<file path="src/rtl/fc_cu_pkg.sv">
// fc_cu_pkg: FSM state type and width helper shared by the FC layer control unit
package fc_cu_pkg;
  typedef enum logic [1:0] {IDLE, READ, DRAIN, WRITE} fc_state_e;
  // Address/counter width for n distinct values, never narrower than one bit
  function automatic int clog2_min1(input int n);
    return (n < 2) ? 1 : $clog2(n);
  endfunction
endpackage

</file>
<file path="src/rtl/fc_cu_delay_line.sv">
// fc_cu_delay_line: DEPTH-stage 1-bit shift register aligning control with the MAC pipeline
module fc_cu_delay_line #(
  parameter int DEPTH = 2
) (
  input  logic clk,
  input  logic reset,
  input  logic d,
  output logic q
);
  logic [DEPTH-1:0] sr_q, sr_d;
  if (DEPTH == 1) begin : g_one
    // Single stage: just capture the input
    always_comb sr_d = d;
  end else begin : g_many
    // Shift towards the MSB, new sample enters at bit 0
    always_comb sr_d = {sr_q[DEPTH-2:0], d};
  end
  // Pipeline stages, cleared by the asynchronous reset
  always_ff @(posedge clk or posedge reset)
    if (reset) sr_q <= '0;
    else sr_q <= sr_d;
  assign q = sr_q[DEPTH-1];
endmodule

</file>
<file path="src/rtl/fc_layer_cu.sv">
// fc_layer_cu: FC layer sequencer; define FC_CU_BACKPRESSURE_EN to add the next_ready handshake
module fc_layer_cu
  import fc_cu_pkg::*;
#(
  parameter int IFM_DEPTH = 32,
  parameter int OFM_DEPTH = 10,
  parameter int LANES = 1,
  parameter int PIPE_LAT = 2,
  localparam int GROUPS = OFM_DEPTH / LANES,
  localparam int WM_AW = clog2_min1(IFM_DEPTH * GROUPS),
  localparam int IFM_AW = clog2_min1(IFM_DEPTH),
  localparam int GRP_AW = clog2_min1(GROUPS)
) (
  input  logic              clk,
  input  logic              reset,
  input  logic              start_from_previous,
`ifdef FC_CU_BACKPRESSURE_EN
  input  logic              next_ready,
`endif
  output logic              end_to_previous,
  output logic              wm_addr_sel,
  output logic              wm_enable_read,
  output logic [WM_AW-1:0]  wm_address_read,
  output logic [IFM_AW-1:0] sel_ifm,
  output logic              bias_sel,
  output logic              acc_enable,
  output logic              enable_write_next,
  output logic [GRP_AW-1:0] ofm_group,
  output logic              output_ready
);
  localparam int DR_W = clog2_min1(PIPE_LAT);
  fc_state_e         state_q, state_d;
  logic [IFM_AW-1:0] elem_q, elem_d;
  logic [GRP_AW-1:0] grp_q, grp_d;
  logic [DR_W-1:0]   drain_q, drain_d;
  logic              ordy_q, ordy_d;
  logic              accept, last_elem, last_drain, last_grp, in_read, first_beat;
`ifdef FC_CU_BACKPRESSURE_EN
  assign accept = next_ready;
`else
  assign accept = 1'b1;
`endif
  assign in_read    = state_q == READ;
  assign first_beat = in_read && elem_q == '0;
  assign last_elem  = elem_q == IFM_AW'(IFM_DEPTH - 1);
  assign last_drain = drain_q == DR_W'(PIPE_LAT - 1);
  assign last_grp   = grp_q == GRP_AW'(GROUPS - 1);
  // Next-state and counter logic; output_ready fires the cycle after the last group is accepted
  always_comb begin
    state_d = state_q;
    elem_d  = elem_q;
    grp_d   = grp_q;
    drain_d = drain_q;
    ordy_d  = 1'b0;
    case (state_q)
      IDLE: if (start_from_previous) begin
        state_d = READ;
        elem_d  = '0;
        grp_d   = '0;
      end
      READ: begin
        elem_d  = last_elem ? '0 : elem_q + 1'b1;
        drain_d = '0;
        state_d = last_elem ? DRAIN : READ;
      end
      DRAIN: begin
        drain_d = last_drain ? '0 : drain_q + 1'b1;
        state_d = last_drain ? WRITE : DRAIN;
      end
      WRITE: if (accept) begin
        grp_d   = last_grp ? '0 : grp_q + 1'b1;
        state_d = last_grp ? IDLE : READ;
        ordy_d  = last_grp;
      end
      default: state_d = IDLE;
    endcase
  end
  // Control state registers, asynchronously returned to IDLE with cleared counters
  always_ff @(posedge clk or posedge reset)
    if (reset) begin
      state_q <= IDLE;
      elem_q  <= '0;
      grp_q   <= '0;
      drain_q <= '0;
      ordy_q  <= 1'b0;
    end else begin
      state_q <= state_d;
      elem_q  <= elem_d;
      grp_q   <= grp_d;
      drain_q <= drain_d;
      ordy_q  <= ordy_d;
    end
  fc_cu_delay_line #(.DEPTH(PIPE_LAT)) u_bias_dl (.clk(clk), .reset(reset), .d(first_beat), .q(bias_sel));
  fc_cu_delay_line #(.DEPTH(PIPE_LAT)) u_acc_dl (.clk(clk), .reset(reset), .d(in_read), .q(acc_enable));
  assign end_to_previous   = state_q == IDLE;
  assign wm_addr_sel       = in_read;
  assign wm_enable_read    = in_read;
  assign sel_ifm           = elem_q;
  assign wm_address_read   = WM_AW'(grp_q) * WM_AW'(IFM_DEPTH) + WM_AW'(elem_q);
  assign enable_write_next = state_q == WRITE && accept;
  assign ofm_group         = state_q == WRITE ? grp_q : '0;
  assign output_ready      = ordy_q;
endmodule

</file>
<file path="config.mk">
export PLATFORM = sky130hd
export DESIGN_NAME = fc_layer_cu
export DESIGN_NICKNAME = d
export VERILOG_FILES = /design/src/rtl/fc_cu_pkg.sv /design/src/rtl/fc_cu_delay_line.sv /design/src/rtl/fc_layer_cu.sv
export SDC_FILE = /design/constraint.sdc
export NUM_CORES = 1
export LEC_CHECK = 0
export ABC_CLOCK_PERIOD_IN_PS = 1900
export CORE_UTILIZATION = 41
export DETAILED_ROUTE_END_ITERATION = 8
export HOLD_SLACK_MARGIN = 0.12
export PLACE_DENSITY = 0.74
export SYNTH_ARGS = -nofsm -noshare
export SYNTH_HDL_FRONTEND = slang
export SYNTH_SLANG_ARGS = --single-unit
export TNS_END_PERCENT = 5
</file>
<file path="constraint.sdc">
create_clock -name clk -period 1.9 [get_ports clk]
set_input_delay 0.57 -clock clk [delete_from_list [all_inputs] [get_ports clk]]
set_output_delay 0.57 -clock clk [all_outputs]
set_load 0.005 [all_outputs]
</file>
# --- Yosys cells after proc, flatten, opt, wreduce, memory -nomap -nowiden ---
# Index checks and enable logic that the tools add are counted.
# W data, S select, Z words.
totals:
  mem_count: 0
  latch_bits: 0
  ff_bits: 17
  input_bits: 3
  ram_bits: 0
  rom_bits: 0
op_classes:
  n_mux: 15
  magnitude_cmp: 0
  div_mod_pow: 0
  add_sub_neg: 4
  bitwise_logic: 0
  multipliers: 0
  shifts: 0
  n_eq_ne: 6
  n_reduce_logical: 8
ops:
  columns: ["op", "n"]
  rows:
  - ["$mux W4", 3]
  - ["$mux W5", 2]
  - ["$pmux W5 S2", 1]
  - ["$add A9 B5 Y9", 1]
  - ["$pmux W2 S4", 1]
  - ["$pmux W4 S2", 1]
  - ["$reduce_bool A2 Y1", 3]
  - ["$add A5 B1 Y5 const B", 1]
  - ["$eq A5 B5 Y1 const B", 1]
  - ["$logic_not A5 Y1", 1]
  - ["$add A4 B1 Y4 const B", 1]
  - ["$eq A2 B2 Y1 const B", 2]
  - ["$eq A4 B4 Y1 const B", 1]
  - ["$mux W1", 4]
  - ["$mux W2", 2]
  - ["$reduce_and A2 Y1", 2]
  - ["$eq A2 B1 Y1 const B", 1]
  - ["$logic_not A2 Y1", 1]
  - ["$ne A2 B2 Y1 const B", 1]
  - ["$pmux W1 S2", 1]
  - ["$add A1 B1 Y1 const B", 1]
  - ["$logic_and A1 B1 Y1", 1]

# --- Logic depth before layout (Yosys ltp) ---
depth:
  word_depth: 3
  depth_mapped: 6

# --- Hierarchy ---
# From an unflattened synthesis, not the netlist that was laid out.
hier_totals:
  hier_cells: 90
  area_unflattened_um2: 935.9
modules_own_cells:
  columns: ["module", "cells_per_inst", "n_inst", "area_per_inst_um2", "seq_area_each_um2"]
  rows:
  - ["fc_layer_cu", 84, 1, 828.3, 325.3]
  - ["fc_cu_delay_line", 3, 2, 53.8, 50.0]

# --- Least setup slack after synthesis ---
# OpenSTA, ideal clock, no wires.
synth_timing:
  path_type: "register to register"
  start: "reg elem_q[0] (netlist: sel_ifm[0])"
  end: "reg elem_q[3] (netlist: sel_ifm[3])"
  arrival_ps: 1769
  path_slack_ps: 62
  stages_incl_launch_ff: 7
  setup_time_ps: 69
  required_ps: 1831
  cell_sequence: "dfrtp_1 ha_1 and3_1 ha_1 nand2b_2 or4_1 nand3_1"
synth_via:
  elab_chain_cells: 3
  elab_cells_between_ends: 4
  classes_between: "1 x add/sub; 1 x eq/ne; 2 x mux"
synth_rtl:
  columns: ["element", "line", "text"]
  rows:
  - ["start, declared", "fc_layer_cu.sv:33", "logic [IFM_AW-1:0] elem_q, elem_d;"]
  - ["start signal, assigned", "fc_layer_cu.sv:88", "elem_q <= elem_d;"]
  - ["$add A5 B1 Y5 or $eq A5 B5 Y1 (tied branches)", "fc_layer_cu.sv:62, fc_layer_cu.sv:45", null]
  - ["$mux W5 *", "fc_layer_cu.sv:62", "elem_d = last_elem ? '0 : elem_q + 1'b1;"]
  - ["$pmux W5 S2 *", "fc_layer_cu.sv:55", "case (state_q)"]
# Mark *: on every way between the ends. The rest lies on a longest branch, timed or not.
# A chain may end at the register's enable or synchronous reset.

==> metrics.md <==
| Metric | Value |
|---|---|
| Vias per std cell | `between 5 and 6` |
| Die height | `between 40 and 50 µm` |
| Critical path class | `reg -> out` |
| Tightest Hold Check Type | `reg -> reg` |
| First-pass GRT wire length | `around 3.4 mm` |
| Final-report setup violation count | `0` |
| Final worst-path cycle share | `99.5%` |
| DRT iter0 DRCs | `11` |
| Final hold violations | `0` |
| Leakage power | `approximately 0.65 nW` |
| VDD IR max | `0.487 mV` |
| DR WL/cell | `approximately 13 µm` |
| Root Driver | `clkbuf_4` |
| Post-synth top area share | `46.1%` |
| Synthesized cell area | `923 µm²` |
| IO Pins | `28` |
| CP Data Arrival Time | `approximately 1300 ps` |
| Ys flop type | `dfrtp_1` |
| CP Capture Type | `primary output` |
| Slew at the pin closest to its max-slew limit | `350 ps` |
| GRT Total Usage | `18.9%` |
| Post-Route WL | `around 2.1 mm` |
| # DRC | `0` |
| Max clock buf depth | `2` |
| CTS tree | `done` |
| Status | `finished clean` |
| Tmin final | `1890 ps` |
| Worst-path fanout max | `5` |
| PortBufs | `27` |
| Final non-filler cell total | `156` |
| Startpoint types | `flop` |
| Share of layout cells above drive strength 1 | `27.9%` |
| Worst-path clk slew | `roughly 90 ps` |
| Post-synth EDFFs | `0` |
| Pin count of the biggest net entering global routing | `18` |
| PnR worst setup slack | `a little over 9 ps` |
| Mapped Nets | `between 100 and 150` |
| Vias in the first global route | `731` |
| Final net count | `roughly 140` |
| Core ar. | `2040 µm²` |
| Layout Skew | `5.77 ps` |
| Total vias in the final route | `between 700 and 800` |
| Ant. Diodes | `0` |
| Async set or reset register ratio after synthesis | `100%` |
| Die Wd | `slightly below 50 µm` |
| Synth Register Bits | `17` |
| # H-tree levels | `1` |
| Final GP Congestion | `0.781` |
| Maximum clock rate | `529 MHz` |
| Dpl cells | `approximately 150` |
| Initial core utilization | `45.2%` |
| Netlist cell types | `28` |
| Layout overhead on the synthesized area | `50.9%` |
| Pre-CTS setup slack | `-87.4 ps` |
| Avg Synthesized Cell Area | `10.4 µm²` |
| Max-cap violations | `0` |
| Num Clock Sinks | `17` |
| Synth Warn # | `0` |
| CP required | `1330 ps` |
| Die ar. | `2450 µm²` |
| Yosys top cell by area | `dfrtp_1` |
| DP HPWL | `1.50 mm` |
| Rel. slew slack | `approximately 76%` |
| Num CTS Buffers | `3` |
| Post-route ant nets | `0` |
| Synth top area cells | `dfrtp_1 46%, ha_1 12%, buf_4 4.9%` |
| Initial antenna violation count | `0` |
| Pwr Density | `~400 nW/µm²` |
| Sequential area share after synthesis | `46.1%` |
| RSZ-0062 raised after global routing | `true` |
| Gr ovfl total | `0` |
| Drt first pass iters | `4` |
| Post-synthesis instance total | `89` |
| Final Slew Violations | `0` |
| Final setup TNS | `0 ps` |
| Clock Latency Late Sink | `290 ps` |
| Site row count | `16` |
worst max-delay path: stages (launching register included):
cell and delay, ps:
dfrtp_2 450, ha_4 190, and2_1 150, dlygate4sd2_1 250
cell usage in the layout (no fill, tap or decap), drive strengths merged, types with 2 or more instances in the layout:
cell / n
a32o: 2
and2: 3
buf: 17
clkbuf: 3
clkdlybuf4s15: 3
clkdlybuf4s50: 17
dfrtp: 17
dlygate4sd2: 3
dlymetal6s2s: 2
ha: 9
inv: 10
mux2i: 2
nand2: 7
nand2b: 3
nand3: 5
nor2b: 4
o21ai: 5
o31ai: 3
o41ai: 2
flip-flops by register name, indices dropped and copies added, names as in the netlist, named ones only:
signal and count:
sel_ifm 5, grp_q 4, u_acc_dl.sr_q 2, u_bias_dl.sr_q 2, drain_q 1, output_ready 1
state_q 1
per-stage QoR:
step	utilization, %	instance area (µm²)	total power (W)	hold slack, ps
6_report	68.3	1390	0.000561	365
2_1_floorplan	-	923	0.000375	331
3_5_place_dp	62.3	1270	0.000384	352
4_1_cts	67.0	1370	0.000568	374
3_3_place_gp	62.3	1270	0.000385	332
5_1_grt	68.3	1390	0.000585	376
cells by family after synthesis:
family	share of synthesized area [%]
and+or+nand+nor	17.5
DFF	46.1
AOI/OAI and AO/OA	13.1
buffers and inverters	8.94
adders and majority gates	12.2
muxes	2.17
metal layers:
| metal | vias to the layer above | track usage, % | share of wire [%] |
|---|---|---|---|
| met5 | - | 0 | 0 |
| met4 | 0 | 6.67 | 1.0 |
| met3 | 2 | 6.79 | 3.8 |
| met2 | 17 | 30.8 | 51 |
| met1 | 378 | 23.1 | 44 |
| li1 | 387 | - | - |
final timing paths:
kind	cells after the start	to	from	slack (ps)
max	3	ofm_group[2]	flop	9
min	0	u_acc_dl.sr_q[1]$_DFF_PP0_	u_acc_dl.sr_q[0]$_DFF_PP0_	360
max reg2reg	6	sel_ifm[3]$_DFFE_PP0P_	sel_ifm[0]$_DFFE_PP0P_	70
min reg2reg	0	u_acc_dl.sr_q[1]$_DFF_PP0_	u_acc_dl.sr_q[0]$_DFF_PP0_	360
max in group asynchronous	3	async pin	reset	1110
min in group asynchronous	3	grp_q[0]$_DFFE_PP0P_	reset	580
report_power, final:
part	total [W]	leakage [nW]	internal, W	switching (W)
registers	0.000361	0.194	0.000361	0
logic	0.0000161	0.434	0.00000714	0.00000898
clock network	0.000183	0.0177	0.0000783	0.000105
total	0.000561	0.646	0.000447	0.000114
final cells by class:
cell class	count	area [µm²]
Tap cell	27	33.8
Inverter	10	40.0
Sequential cell	17	430
Clock inverter	1	5.00
Timing Repair Buffer	42	392
Clock buffer	3	22.5
Fill cell	156	648
Multi-Input combinational cell	56	470
cells in the mapped netlist (all sizes together), types with 2 or more instances:
cell and number:
a32o 2, and2 3, buf 6, dfrtp 17
ha 9, inv 10, mux2i 2, nand2 7
nand2b 3, nand3 5, nor2b 4, o21ai 5
o31ai 3, o41ai 2
repair_timing:
item,CTS,global route
resized for setup,30,10
setup buffers,3,0
hold buffers,0,0
endpoints found under the setup margin,9,13
pin swaps,2,0
Note: power is estimated with default switching activity, not from simulation.
